<file path="src/rtl/capture_reader_if.sv">
// rtl/capture_reader_if.sv - control, capture RAM and packer-side signals of the capture reader
interface capture_reader_if #(
    parameter int ADDR_W = 10,
    parameter int CH_W   = 8
);
    // run control
    logic              start;
    logic              abort;
    logic [2:0]        channel;
    logic [ADDR_W-1:0] start_addr;
    logic [ADDR_W:0]   sample_count;
    logic [7:0]        stretch_factor;
    logic              busy;
    logic              done;

    // capture RAM read port
    logic [ADDR_W-1:0] mem_addr;
    logic              mem_rd_en;
    logic [CH_W-1:0]   mem_rdata;

    // packer side
    logic              sample_out;
    logic              sample_valid;
    logic              flush;

    // reader view
    modport master (
        input  start, abort, channel, start_addr, sample_count, stretch_factor,
        output busy, done,
        output mem_addr, mem_rd_en,
        input  mem_rdata,
        output sample_out, sample_valid, flush
    );

    // environment view: controller, capture RAM and packer
    modport slave (
        output start, abort, channel, start_addr, sample_count, stretch_factor,
        input  busy, done,
        input  mem_addr, mem_rd_en,
        output mem_rdata,
        input  sample_out, sample_valid, flush
    );
endinterface

</file>
<file path="src/rtl/capture_reader.sv">
// rtl/capture_reader.sv - reads a capture window and feeds one channel bit per frame to the packer
module capture_reader #(
    parameter int ADDR_W = 10,
    parameter int CH_W   = 8
) (
    input  logic             clk,
    input  logic             rst_n,
    capture_reader_if.master bus
);

    typedef enum logic [2:0] {
        S_IDLE,
        S_READ,
        S_EMIT,
        S_PACE,
        S_FLUSH,
        S_DONE
    } state_t;

    localparam logic [ADDR_W:0] REM_ZERO = '0;
    localparam logic [ADDR_W:0] REM_ONE  = {{ADDR_W{1'b0}}, 1'b1};
    localparam logic [7:0]      ONE_8    = 8'd1;

    state_t            state_q, state_n;
    logic [ADDR_W-1:0] addr_q, addr_n;
    logic [ADDR_W:0]   rem_q, rem_n;
    logic [7:0]        pace_q, pace_n;
    logic [7:0]        seff_q, seff_n;
    logic [2:0]        ch_q, ch_n;
    // FLUSH spends one idle slot (the would-be READ cycle) before the flush
    // strobe, so flush lands a full frame after the last sample.
    logic              armed_q, armed_n;
    logic              bit_q;

    logic              mem_rd_en_q;
    logic              sample_valid_q;
    logic              flush_q;
    logic              done_q;
    logic              busy_q;

    // next-state and counter update logic; abort overrides every transition
    always_comb begin
        state_n = state_q;
        addr_n  = addr_q;
        rem_n   = rem_q;
        pace_n  = pace_q;
        seff_n  = seff_q;
        ch_n    = ch_q;
        armed_n = armed_q;

        case (state_q)
            S_IDLE: begin
                armed_n = 1'b0;
                if (bus.start) begin
                    ch_n   = bus.channel;
                    seff_n = (bus.stretch_factor == 8'd0) ? ONE_8 : bus.stretch_factor;
                    addr_n = bus.start_addr;
                    rem_n  = bus.sample_count;
                    state_n = (bus.sample_count == REM_ZERO) ? S_DONE : S_READ;
                end
            end
            S_READ: begin
                state_n = S_EMIT;
            end
            S_EMIT: begin
                addr_n = addr_q + 1'b1;
                rem_n  = rem_q - REM_ONE;
                if (seff_q == ONE_8) begin
                    pace_n  = 8'd0;
                    state_n = (rem_q == REM_ONE) ? S_FLUSH : S_READ;
                end else begin
                    pace_n  = seff_q - ONE_8;
                    state_n = S_PACE;
                end
            end
            S_PACE: begin
                pace_n = pace_q - ONE_8;
                if (pace_q == ONE_8) begin
                    state_n = (rem_q == REM_ZERO) ? S_FLUSH : S_READ;
                end
            end
            S_FLUSH: begin
                if (!armed_q) begin
                    armed_n = 1'b1;
                end else begin
                    armed_n = 1'b0;
                    state_n = S_DONE;
                end
            end
            S_DONE: begin
                state_n = S_IDLE;
            end
            default: begin
                state_n = S_IDLE;
            end
        endcase

        if (bus.abort && (state_q != S_IDLE)) begin
            state_n = S_IDLE;
            armed_n = 1'b0;
        end
    end

    // state, latched run parameters and counters
    always_ff @(posedge clk or negedge rst_n) begin
        if (!rst_n) begin
            state_q <= S_IDLE;
            addr_q  <= '0;
            rem_q   <= '0;
            pace_q  <= '0;
            seff_q  <= '0;
            ch_q    <= '0;
            armed_q <= 1'b0;
        end else begin
            state_q <= state_n;
            addr_q  <= addr_n;
            rem_q   <= rem_n;
            pace_q  <= pace_n;
            seff_q  <= seff_n;
            ch_q    <= ch_n;
            armed_q <= armed_n;
        end
    end

    // strobes are registered from the state being entered so they align with that state
    always_ff @(posedge clk or negedge rst_n) begin
        if (!rst_n) begin
            mem_rd_en_q    <= 1'b0;
            sample_valid_q <= 1'b0;
            flush_q        <= 1'b0;
            done_q         <= 1'b0;
            busy_q         <= 1'b0;
        end else begin
            mem_rd_en_q    <= (state_n == S_READ);
            sample_valid_q <= (state_n == S_EMIT);
            flush_q        <= (state_n == S_FLUSH) && armed_n;
            done_q         <= (state_n == S_DONE);
            busy_q         <= (state_n != S_IDLE);
        end
    end

    // hold the last emitted channel bit between strobes
    always_ff @(posedge clk or negedge rst_n) begin
        if (!rst_n) begin
            bit_q <= 1'b0;
        end else if (state_q == S_EMIT) begin
            bit_q <= bus.mem_rdata[ch_q];
        end
    end

    assign bus.mem_addr     = addr_q;
    assign bus.mem_rd_en    = mem_rd_en_q;
    assign bus.sample_valid = sample_valid_q;
    assign bus.sample_out   = (state_q == S_EMIT) ? bus.mem_rdata[ch_q] : bit_q;
    assign bus.flush        = flush_q;
    assign bus.done         = done_q;
    assign bus.busy         = busy_q;

endmodule

</file>
<file path="src/flat_wrapper.sv">
// flat-port wrapper written by rule: the top's interface ports become plain ports
module capture_reader_flat 
#(
    parameter int ADDR_W = 10,
    parameter int CH_W   = 8
)
  (clk, rst_n, bus_start, bus_abort, bus_channel, bus_start_addr, bus_sample_count, bus_stretch_factor, bus_busy, bus_done, bus_mem_addr, bus_mem_rd_en, bus_mem_rdata, bus_sample_out, bus_sample_valid, bus_flush);
  capture_reader_if #(.ADDR_W(ADDR_W), .CH_W(CH_W)) bus_i ();
  input  logic clk;
  input  logic rst_n;
  input wire logic [$bits(bus_i.start)-1:0] bus_start;
  input wire logic [$bits(bus_i.abort)-1:0] bus_abort;
  input wire logic [$bits(bus_i.channel)-1:0] bus_channel;
  input wire logic [$bits(bus_i.start_addr)-1:0] bus_start_addr;
  input wire logic [$bits(bus_i.sample_count)-1:0] bus_sample_count;
  input wire logic [$bits(bus_i.stretch_factor)-1:0] bus_stretch_factor;
  output wire logic [$bits(bus_i.busy)-1:0] bus_busy;
  output wire logic [$bits(bus_i.done)-1:0] bus_done;
  output wire logic [$bits(bus_i.mem_addr)-1:0] bus_mem_addr;
  output wire logic [$bits(bus_i.mem_rd_en)-1:0] bus_mem_rd_en;
  input wire logic [$bits(bus_i.mem_rdata)-1:0] bus_mem_rdata;
  output wire logic [$bits(bus_i.sample_out)-1:0] bus_sample_out;
  output wire logic [$bits(bus_i.sample_valid)-1:0] bus_sample_valid;
  output wire logic [$bits(bus_i.flush)-1:0] bus_flush;
  assign bus_i.start = bus_start;
  assign bus_i.abort = bus_abort;
  assign bus_i.channel = bus_channel;
  assign bus_i.start_addr = bus_start_addr;
  assign bus_i.sample_count = bus_sample_count;
  assign bus_i.stretch_factor = bus_stretch_factor;
  assign bus_busy = bus_i.busy;
  assign bus_done = bus_i.done;
  assign bus_mem_addr = bus_i.mem_addr;
  assign bus_mem_rd_en = bus_i.mem_rd_en;
  assign bus_i.mem_rdata = bus_mem_rdata;
  assign bus_sample_out = bus_i.sample_out;
  assign bus_sample_valid = bus_i.sample_valid;
  assign bus_flush = bus_i.flush;
  capture_reader #(.ADDR_W(ADDR_W), .CH_W(CH_W)) u_core (.clk(clk), .rst_n(rst_n), .bus(bus_i));
endmodule
</file>
<file path="config.mk">
export PLATFORM = sky130hd
export DESIGN_NAME = capture_reader_flat
export DESIGN_NICKNAME = d
export VERILOG_FILES = /design/src/rtl/capture_reader_if.sv /design/src/rtl/capture_reader.sv /design/src/flat_wrapper.sv
export SDC_FILE = /design/constraint.sdc
export NUM_CORES = 1
export LEC_CHECK = 0
export BUFFER_PORTS_ARGS = -buffer_cell sky130_fd_sc_hd__buf_2
export CAP_MARGIN = 20
export CORE_MARGIN = 1
export CORE_UTILIZATION = 45
export DETAILED_ROUTE_END_ITERATION = 10
export PLACE_DENSITY = 0.76
export SETUP_SLACK_MARGIN = 0.15
export SLEW_MARGIN = 20
export SYNTH_ARGS = -nofsm -noshare
export SYNTH_HDL_FRONTEND = slang
export SYNTH_SLANG_ARGS = --single-unit
</file>
<file path="constraint.sdc">
create_clock -name clk -period 2.05 [get_ports clk]
set_clock_uncertainty 0.15 [all_clocks]
set_input_delay 0.5125 -clock clk [delete_from_list [all_inputs] [get_ports clk]]
set_output_delay 0.5125 -clock clk [all_outputs]
set_load 0.02 [all_outputs]
</file>
# After elaboration in Yosys (flattened, before gate mapping)
# Cells that the tools add are included.
[op_classes]
mux = 22
n_addsub = 4
reduce_logical = 12
eq_ne = 12
magnitude_cmp = 1
[op_table]
columns = ["operator", "n"]
rows = [
  ["two-way mux 3 bit", 8],
  ["zero test 11 bit", 2],
  ["case mux 11 bit (2 select lines)", 1],
  ["case mux 10 bit (2 select lines)", 1],
  ["equality test 8 x 1 -> 1 bit, second input constant", 2],
  ["two-way mux 8 bit", 2],
  ["case mux 8 bit (2 select lines)", 1],
  ["subtractor 8 x 1 -> 8 bit, second input constant", 2],
  ["case mux 3 bit (5 select lines)", 1],
  ["equality test 11 x 1 -> 1 bit, second input constant", 1],
  ["two-way mux 11 bit", 1],
  ["subtractor 11 x 1 -> 11 bit, second input constant", 1],
  ["adder 10 x 1 -> 10 bit, second input constant", 1],
  ["two-way mux 10 bit", 1],
  ["equality test 3 x 2 -> 1 bit, second input constant", 3],
  ["equality test 3 bit, second input constant", 3],
  ["zero test 8 bit", 1],
  ["equality test 3 x 1 -> 1 bit, second input constant", 2],
  ["nonzero test 3 bit", 2],
  ["< comparator 3 x 4 -> 1 bit, second input constant", 1],
  ["two-way mux 1 bit", 4],
  ["AND reduction 2 bit", 2],
  ["nonzero test 2 bit", 2],
  ["binary-select mux 1 bit (select 3 bit)", 1],
  ["4 further kinds", 5],
]
[totals]
ff_bits = 50
in_bits = 44
elab_cells = 64
out_inout_bits = 16

# Depth between registers and ports, before layout
# Gate-level depths: netlist (run 1).
[depth]
ltp_word = 7
mapped_depth = 7
depth_no_buf = 7

# Worst setup path before layout (run 1)
# No wires, ideal clock.
[synth_path]
path_kind = "reg2out"
startpoint = "reg u_core.state_q[0]"
endpoint = "out bus_sample_out"
path_stages_with_launch = 5
slack_ns = -0.372
arrival_ns = 1.759
required_time_ns = 1.387
cell_sequence = "dfrtp_1 clkbuf_1 or3b_2 clkbuf_1 o21ai_0"
[synth_between]
elab_chain_cells = 2
[synth_lines]
columns = ["element", "line", "rtl"]
rows = [
  ["start: declaration", "capture_reader.sv:24", "state_t state_q, state_n;"],
  ["start signal: assignment", "capture_reader.sv:115", "state_q <= state_n;"],
  ["equality test 3 x 2 -> 1 bit", "capture_reader.sv:154", "assign bus.sample_out = (state_q == S_EMIT) ? bus.mem_rdata[ch_q] : bit_q;"],
  ["two-way mux 1 bit", "capture_reader.sv:154", ""],
  ["end: declaration", "flat_wrapper.sv:22", "output wire logic [$bits(bus_i.sample_out)-1:0] bus_sample_out;"],
]
# No other way between the ends.

# Final worst setup path (run 1)
[layout_path]
startpoint = "reg u_core.ch_q[0]"
endpoint = "out bus_sample_out"
[layout_between]
elab_chain_cells = 3
[layout_lines]
columns = ["element", "line", "rtl"]
rows = [
  ["start: declaration", "capture_reader.sv:29", "logic [2:0] ch_q, ch_n;"],
  ["start signal: assignment", "capture_reader.sv:120", "ch_q <= ch_n;"],
  ["binary-select mux 1 bit (select 3 bit)", "capture_reader.sv:154", ""],
  ["two-way mux 1 bit (not written as such)", "capture_reader.sv:154", ""],
  ["two-way mux 1 bit", "capture_reader.sv:154", ""],
]
# No other way between the ends. The select of a mux whose other input is x is not followed.

==> summary.txt, run 1 <==
Run status
  • Status: finished with violations
  • Failing checks: setup timing

Critical path
  • R2R Setup Slk: -0.04 ns
  • Crit path kind: flip-flop to primary output
  • CP max stage cell: mux4_2
  • CP peak stage delay: 0.55 ns
  • Crit path max fanout: 3
  • RR Endpoint: u_core.bus.mem_rd_en
  • Worst setup EP type: primary output
  • Crit Reg-Reg Startpoint: u_core.rem_q[5]
  • Worst Path Required: 1.39 ns
  • Cell count of the worst reg-to-reg path: 5
  • Crit start category: flip-flop
  • Worst endpoint data arrival time: 1.65 ns
  • WP buf/inv: 1
  • Cell Chain, Critical Path: mux4_2 -> mux2i_4 -> o21ai_4 -> buf_6
  • Family with the most delay on the worst path: multiplexers

Routing
  • Total Wirelength: 8.72 mm
  • WL/cell: 17.8 um
  • Post-route ant nets: 0
  • Drt via density: 5.90
  • Initial drt markers: 113
  • DRT Pass-1 Iters: 4
  • DR vias: 2,889
  • DRC viols: 0

Logic synthesis
  • #FFs+latches synth: 50
  • Syn Inst Count: 305
  • Post-synthesis sequential area ratio: 45.1%
  • EDFF count, synth: 0
  • Avg Synthesized Cell Area: 9.09 um^2
  • Synthesis Warnings: 0
  • Async S/R FF share, synth: 100%
  • Synth cell types: 56
  • Cell area after synthesis: 2770 um^2
  • Top_reg_cell synth: dfrtp_1
  • Post-synth net total: 357

Timing
  • Setup violators final: 6
  • Hold Fails Final Rpt: 0
  • Highest Clock Rate: 0.433 GHz
  • Final period util: 113%
  • Worst slew pin tran: 0.391 ns
  • Max-slew violations: 0
  • RSZ-0062 raised after global routing: true
  • Worst setup margin: -0.260 ns
  • Setup TNS: -0.350 ns
  • Max_slew headroom: 73.9%
  • Final min period: 2.31 ns

Floorplanning
  • Core Footprint: 5920 um^2
  • # rows: 28
  • Initial Utilization: 46.8%
  • Die Height: 80.5 um
  • Number of I/O pins: 60
  • Die ar.: 6480 um^2
  • Die X: 80.5 um

Clocking
  • Deepest clock path buffer count: 2
  • CTS Buf Count: 5
  • H-tree depth: 2
  • CTS tree: done
  • Clock-pin transition on the worst setup and hold timing paths: 0.09 ns
  • Clock latency on the worst-skew pair: 0.30 ns
  • Cts hold-fix bufs: 0
  • CTS root buffer: clkbuf_8
  • CTS sink count: 50

Finish
  • Fin area: 4200 um^2
  • Fillers: 402
  • Ant. Diodes: 0
  • Area delta synth->final: 51.6%
  • Number of nets in the layout: 467
  • Most frequent cells in the layout: buf_2, dfrtp_1, nand2_1
  • Commonest non-fill, non-tap cell in the layout: buf_2
  • Post-Layout Cell Count: 490
  • Fraction of layout instances using a drive strength above 1: 44.8%

Global routing
  • Largest net degree at the start of global routing: 51
  • Global Route Usage Sum: 24.3%
  • First-pass GRT wire length: 12.3 mm
  • Global route overflow: 0
  • Initial antenna violation count: 0
  • Vias in the first global route: 2,707

Placement
  • Routability congestion estimate: 0.837
  • Cells after DPL: 451
  • Dpl hpwl: 4.96 mm
  • Area post-placement: 3360 um^2
  • Pre-CTS WS: -0.160 ns
  • Input/output buffers: 59

Pwr
  • PwrDens: 1220 nW/um^2
  • PnR Total Power: 5.13 mW
  • Peak VDD IR: 799 uV
  • Leakage power: 1.90 nW

Flow run
  • Max Cap Viol: 0

Worst hold path
  • HP Class: input port to async pin
## final cells by class
class / count / area, um^2 / share of cell area (%)
multi-input cells: 231 / 1760 / 41.9
flip-flops and latches: 50 / 1250 / 29.8
repair buffers: 117 / 945 / 22.5
well taps: 75 / 93.8 / 2.23
clock buffers: 6 / 82.6 / 1.96
inverters: 10 / 37.5 / 0.893
clock inverters: 1 / 30.0 / 0.714
## worst max-delay path by stage
stage	start	end	slack [ns]	cells past startpoint
2_1_floorplan	bus_mem_rdata[3]	bus_sample_out	0.1	3
3_3_place_gp	bus_mem_rdata[3]	bus_sample_out	-0.13	5
3_5_place_dp	bus_mem_rdata[3]	bus_sample_out	-0.16	5
4_1_cts	u_core.ch_q[0]	bus_sample_out	-0.27	4
5_1_grt	u_core.ch_q[0]	bus_sample_out	-0.32	4
6_report	u_core.ch_q[0]	bus_sample_out	-0.26	4
## metrics by stage
step           utilization [%]  hold WS (ns)
2_1_floorplan                -        0.0669
3_3_place_gp              56.7         0.310
3_5_place_dp              56.7         0.331
4_1_cts                   61.8        0.0495
5_1_grt                   71.0        0.0587
6_report                  71.0        0.0442
## kinds of logic (layout without fill, tap and decap cells)
kind of cell	Yosys count	in the layout	share of synthesized area, %
xor+xnor	5	5	1.58
mux	5	5	2.75
simple gates	142	142	24.6
fa+ha+maj	9	9	3.97
buf+inv	24	134	3.43
flops	50	50	45.1
compound gates	70	70	18.6
## Yosys cell counts (5+ instances only)
master | count | area, um^2
a211oi_1 | 5 | 37.5
nand3_1 | 12 | 60.1
ha_1 | 8 | 100
nor4_1 | 6 | 37.5
a21oi_1 | 8 | 40.0
clkbuf_1 | 10 | 37.5
nor2_1 | 29 | 109
inv_1 | 10 | 37.5
o21ai_0 | 17 | 85.1
nand2_1 | 56 | 210
o211ai_1 | 6 | 45.0
dfrtp_1 | 50 | 1250
nor3_1 | 9 | 45.0
## report_power, final
part	switching, mW	total, mW	leakage, nW	internal (mW)
combinational	1.32	2.60	1.23	1.28
sequential	0.481	1.83	0.604	1.35
clock	0.313	0.704	0.0573	0.391
total	2.12	5.13	1.90	3.02
## layer usage
metal	GRT usage, %	up-vias	share of wire (%)
met5	0	-	0
met3	4.66	23	5.9
met1	30.3	1417	40
met2	41.5	115	52
li1	-	1334	-
met4	8.93	0	2.4
## flip-flops by register name (all words and copies together) (netlist names)
name	count
u_core.rem_q	11
u_core.bus.flush	1
u_core.bus.mem_rd_en	1
u_core.seff_q	8
u_core.bus.mem_addr	10
u_core.ch_q	3
u_core.pace_q	8
u_core.bus.busy	1
u_core.bus.done	1
u_core.bus.sample_valid	1
u_core.armed_q	1
u_core.state_q	3
u_core.bit_q	1
## what timing repair did
action                     in CTS  in global routing
gates resized for setup        27                 68
gates cloned                    2                  4
setup endpoints to repair       7                 41
setup buffers                   4                 22
pin swaps                      15                 32
Power figures use the tool's default switching activity.
==> run 2: changes to the inputs <==
--- a/config.mk
+++ b/config.mk
@@ -8,9 +8,9 @@
 export BUFFER_PORTS_ARGS = -buffer_cell sky130_fd_sc_hd__buf_2
 export CAP_MARGIN = 20
 export CORE_MARGIN = 1
-export CORE_UTILIZATION = 45
+export CORE_UTILIZATION = 49
 export DETAILED_ROUTE_END_ITERATION = 10
-export PLACE_DENSITY = 0.76
+export PLACE_DENSITY = 0.81
 export SETUP_SLACK_MARGIN = 0.15
 export SLEW_MARGIN = 20
 export SYNTH_ARGS = -nofsm -noshare
==> summary.txt, run 2 (same netlist as run 1, synthesis figures left out) <==
Routing
  • Drt via density: 6.03
  • Initial drt markers: 250
  • DRT Pass-1 Iters: 5
  • Post-route ant nets: 0
  • DR vias: 2,901
  • Total Wirelength: 8.60 mm
  • WL/cell: 17.9 um
  • DRC viols: 0

Timing
  • Hold Fails Final Rpt: 11
  • Highest Clock Rate: 0.428 GHz
  • Max_slew headroom: 68.6%
  • Max-slew violations: 0
  • Setup violators final: 7
  • Worst setup margin: -0.289 ns
  • Setup TNS: -0.524 ns
  • Worst slew pin tran: 0.471 ns
  • Final period util: 114%
  • Hold_ws: -0.0123 ns
  • RSZ-0062 raised after global routing: true
  • Final min period: 2.34 ns

Clocking
  • Deepest clock path buffer count: 2
  • Clock-pin transition on the worst setup and hold timing paths: 0.09 ns
  • CTS sink count: 50
  • CTS Buf Count: 5
  • H-tree depth: 2
  • CTS tree: done
  • CTS root buffer: clkbuf_8
  • Clock latency on the worst-skew pair: 0.31 ns

Global routing
  • Initial antenna violation count: 0
  • Vias in the first global route: 2,633
  • Global route overflow: 0
  • Largest net degree at the start of global routing: 29
  • Global Route Usage Sum: 25.4%
  • First-pass GRT wire length: 12.1 mm

Pwr
  • Leakage power: 1.80 nW
  • PnR Total Power: 4.93 mW
  • PwrDens: 1230 nW/um^2
  • Peak VDD IR: 830 uV

Floorplanning
  • Die X: 77.2 um
  • Number of I/O pins: 60
  • Die Height: 77.2 um
  • Initial Utilization: 50.6%
  • Core Footprint: 5470 um^2
  • Die ar.: 5960 um^2
  • # rows: 27

Placement
  • Pre-CTS WS: -0.152 ns
  • Dpl hpwl: 4.93 mm
  • Routability congestion estimate: 0.842
  • Input/output buffers: 59

Run status
  • Failing checks: hold timing, setup timing
  • Status: finished with violations

Critical path
  • Crit Reg-Reg Startpoint: u_core.state_q[2]
  • Worst setup EP type: primary output
  • Cell count of the worst reg-to-reg path: 7
  • Beginning of the critical path: u_core.ch_q[0]
  • R2R Setup Slk: -0.07 ns
  • RR Endpoint: u_core.rem_q[7]
  • Crit path max fanout: 3
  • Crit start category: flip-flop
  • Worst Setup EP: bus_sample_out
  • Worst endpoint data arrival time: 1.68 ns
  • Worst Path Required: 1.39 ns
  • Crit path kind: flip-flop to primary output

Finish
  • Area delta synth->final: 45.1%
  • Largest register FFs: 11
  • Largest register by flop count: u_core.rem_q
  • Commonest non-fill, non-tap cell in the layout: buf_2
  • Fraction of layout instances using a drive strength above 1: 41.3%
  • Most frequent cells in the layout: buf_2, nand2_1, dfrtp_1
  • Ant. Diodes: 0
  • Core Util, Final: 73.5%
  • Number of nets in the layout: 460

Worst hold path
  • HP Class: input port to async pin

Flow run
  • Max Cap Viol: 0
[run 2: changes by cell type in the layout (fill, tap and decap cells not counted), moves of 3 or more]
cell     delta
nand2_2     -4
buf_8       -3
nand2_4     -5
o21ai_0     +3
nand2_1     +8
buf_4       -3
buf_6       +4
o21ai_2     -5
[run 2: metrics by stage]
stage | cells | instance area (um^2)
final | 481 | 4020
after global routing | 481 | 4020
after CTS | 466 | 3590
after detailed placement | 447 | 3330
after global placement | 447 | 3330
after floorplan | 305 | 2850
[run 2: how the worst min path moves through the flow]
stage                            end              from  slack, ns
global placement    u_core.rem_q[10]  u_core.rem_q[10]       0.31
finish              u_core.pace_q[4]             rst_n      -0.01
global route        u_core.pace_q[2]             rst_n      0.009
CTS                 u_core.pace_q[2]             rst_n      0.007
floorplan             u_core.armed_q             rst_n       0.07
detailed placement  u_core.rem_q[10]  u_core.rem_q[10]       0.33
[run 2: per-layer routing]
metal | up-vias | part of all wire (%) | GRT usage [%]
met5 | - | 0 | 0
met4 | 0 | 2.6 | 9.62
met3 | 29 | 5.2 | 4.17
met2 | 140 | 51 | 43.5
met1 | 1415 | 41 | 32.0
li1 | 1317 | - | -
[run 2: cell type report]
cell class | instances | area (um^2)
clock buffers | 6 | 72.6
multi-input cells | 231 | 1730
fillers | 373 | 1450
flip-flops and latches | 50 | 1250
clock inverters | 2 | 37.5
repair buffers | 110 | 797
well taps | 72 | 90.1
inverters | 10 | 37.5
[run 2: timing repair]
| action | in CTS | in global routing |
|---|---|---|
| hold buffers | 0 | 0 |
| buffers inserted | 11 | 12 |
| endpoints found under the hold margin | 0 | 0 |
| resized for setup | 19 | 56 |
| pin swaps | 8 | 22 |
| gates cloned | 0 | 3 |
| setup endpoints to repair | 9 | 26 |
[run 2: critical path, stage by stage (launching register included)]
cell	delay [ns]
dfrtp_1	0.42
mux4_2	0.55
mux2i_4	0.20
o21ai_4	0.08
buf_6	0.13
[run 2: power breakdown]
part	internal [mW]	switching, mW
clock network	0.365	0.351
logic	1.13	1.25
registers	1.35	0.476
total	2.85	2.08
==> run 3: changes to the inputs <==
--- a/config.mk
+++ b/config.mk
@@ -8,9 +8,9 @@
 export BUFFER_PORTS_ARGS = -buffer_cell sky130_fd_sc_hd__buf_2
 export CAP_MARGIN = 20
 export CORE_MARGIN = 1
-export CORE_UTILIZATION = 49
+export CORE_UTILIZATION = 35
 export DETAILED_ROUTE_END_ITERATION = 10
-export PLACE_DENSITY = 0.81
+export PLACE_DENSITY = 0.6
 export SETUP_SLACK_MARGIN = 0.15
 export SLEW_MARGIN = 20
 export SYNTH_ARGS = -nofsm -noshare
==> constraint.sdc (replaced) <==
create_clock -name clk -period 3 [get_ports clk]
set_clock_uncertainty 0.15 [all_clocks]
set_input_delay 0.75 -clock clk [delete_from_list [all_inputs] [get_ports clk]]
set_output_delay 0.75 -clock clk [all_outputs]
set_load 0.02 [all_outputs]
==> summary.txt, run 3 (same netlist as run 1, synthesis figures left out) <==
Run status
  • Status: complete, no violations

Global routing
  • Global route overflow: 0
  • Global Route Usage Sum: 17.3%
  • First-pass GRT wire length: 11.6 mm
  • Vias in the first global route: 2,414
  • Most Crowded Layer GR: met2
  • Routing usage on met3: 3.43%
  • M2 GR Usage: 28.4%
  • Initial antenna violation count: 0
  • Largest net degree at the start of global routing: 51
  • Global routing usage on met1: 23.2%

Finish
  • Number of nets in the layout: 416
  • Area delta synth->final: 19.1%
  • Commonest non-fill, non-tap cell in the layout: buf_2
  • Largest register FFs: 11
  • Fillers: 815
  • Fraction of layout instances using a drive strength above 1: 24.5%
  • Core Util, Final: 43.0%
  • Most frequent cells in the layout: buf_2, nand2_1, dfrtp_1
  • Largest register by flop count: u_core.rem_q
  • Ant. Diodes: 0

Clocking
  • Cts repair resizes: 0
  • Clock-pin transition on the worst setup and hold timing paths: 0.09 ns
  • CTS root buffer: clkbuf_8
  • Cts hold-fix bufs: 0
  • Deepest clock path buffer count: 2
  • CTS sink count: 50
  • Setup bufs post-CTS: 0
  • Clock latency on the worst-skew pair: 0.31 ns
  • H-tree depth: 2
  • CTS Buf Count: 5
  • CTS tree: done

Routing
  • DRC viols: 0
  • DRT Pass-1 Iters: 6
  • DR vias: 2,507
  • Post-route ant nets: 0
  • Drt via density: 5.38
  • Initial drt markers: 73
  • Total Wirelength: 6.73 mm
  • WL/cell: 14.4 um

Floorplanning
  • Die X: 91.0 um
  • Core Footprint: 7690 um^2
  • Initial Utilization: 36.1%
  • Die ar.: 8280 um^2
  • # rows: 32
  • Number of I/O pins: 60
  • Die Height: 91.0 um

Timing
  • Setup violators final: 0
  • Final period util: 91.6%
  • Hold Fails Final Rpt: 0
  • Max-slew violations: 0
  • RSZ-0062 raised after global routing: false
  • Final min period: 2.75 ns
  • Setup TNS: 0 ns
  • Worst slew pin tran: 0.657 ns
  • Max_slew headroom: 56.2%
  • Highest Clock Rate: 0.364 GHz

Critical path
  • Family with the most delay on the worst path: simple AND/OR/NAND/NOR gates
  • Worst Path Required: 2.10 ns
  • Worst setup EP type: primary output
  • WP buf/inv: 1
  • Worst endpoint data arrival time: 1.85 ns
  • Crit path max fanout: 12
  • Crit path kind: flip-flop to primary output
  • Cell Chain, Critical Path: or3b_2 -> o21ai_0 -> buf_2
  • Crit start category: flip-flop
  • CP peak stage delay: 0.56 ns
  • R2R Setup Slk: 0.62 ns
  • CP max stage cell: or3b_2

Placement
  • Dpl hpwl: 4.77 mm
  • Routability congestion estimate: 0.774
  • Input/output buffers: 59

Worst hold path
  • HP Class: flip-flop to flip-flop

Pwr
  • PwrDens: 831 nW/um^2
  • Peak VDD IR: 421 uV
  • Leakage power: 1.48 nW

Flow run
  • Max Cap Viol: 0
run 3: cell count changes in the layout (fill, tap and decap cells not counted), sizes merged:
cell,before,now
clkbuf,8,6
clkinvlp,1,0
buf,108,66
run 3: metal layers:
metal / vias to the layer above / part of all wire [%] / wire [um]
met3: 10 / 4.4 / 299
li1: 1230 / - / -
met2: 54 / 48 / 3210
met4: 0 / 1.6 / 110
met1: 1213 / 46 / 3110
met5: - / 0 / 0
run 3: worst paths after layout:
path                                         from                endpoint  cells after the start
worst max-delay path            u_core.state_q[0]          bus_sample_out                      3
worst min-delay path             u_core.rem_q[10]        u_core.rem_q[10]                      1
worst max register to register   u_core.seff_q[2]    u_core.bus.mem_rd_en                      5
worst min register to register   u_core.rem_q[10]        u_core.rem_q[10]                      1
max in group asynchronous                   rst_n        u_core.seff_q[0]                      2
min in group asynchronous                   rst_n  u_core.bus.mem_addr[0]                      2
run 3: per-stage QoR:
stage	hold slack (ns)	setup slack [ns]	std cells	cell area, um^2	total power [mW]
global route	0.367	0.152	466	3300	2.97
CTS	0.337	0.220	466	3300	2.77
global placement	0.316	0.424	459	3190	2.23
detailed placement	0.324	0.382	459	3190	2.26
floorplan	0.286	0.341	305	2770	1.92
finish	0.335	0.252	466	3300	2.74
run 3: report_power, final:
group	total, mW	internal [mW]	leakage (nW)	switching, mW
Clock	0.499	0.267	0.0573	0.231
Sequential	1.21	0.923	0.604	0.289
Combinational	1.03	0.437	0.818	0.596
Total	2.74	1.63	1.48	1.12
run 3: layout make-up:
cell class              count  area (um^2)  area share, %
multi-input cells         231         1430           43.2
repair buffers             66          348           10.5
flip-flops and latches     50         1250           37.9
clock inverters             1         30.0          0.909
clock buffers               6         82.6           2.50
inverters                  10         37.5           1.14
well taps                 102          128           3.87
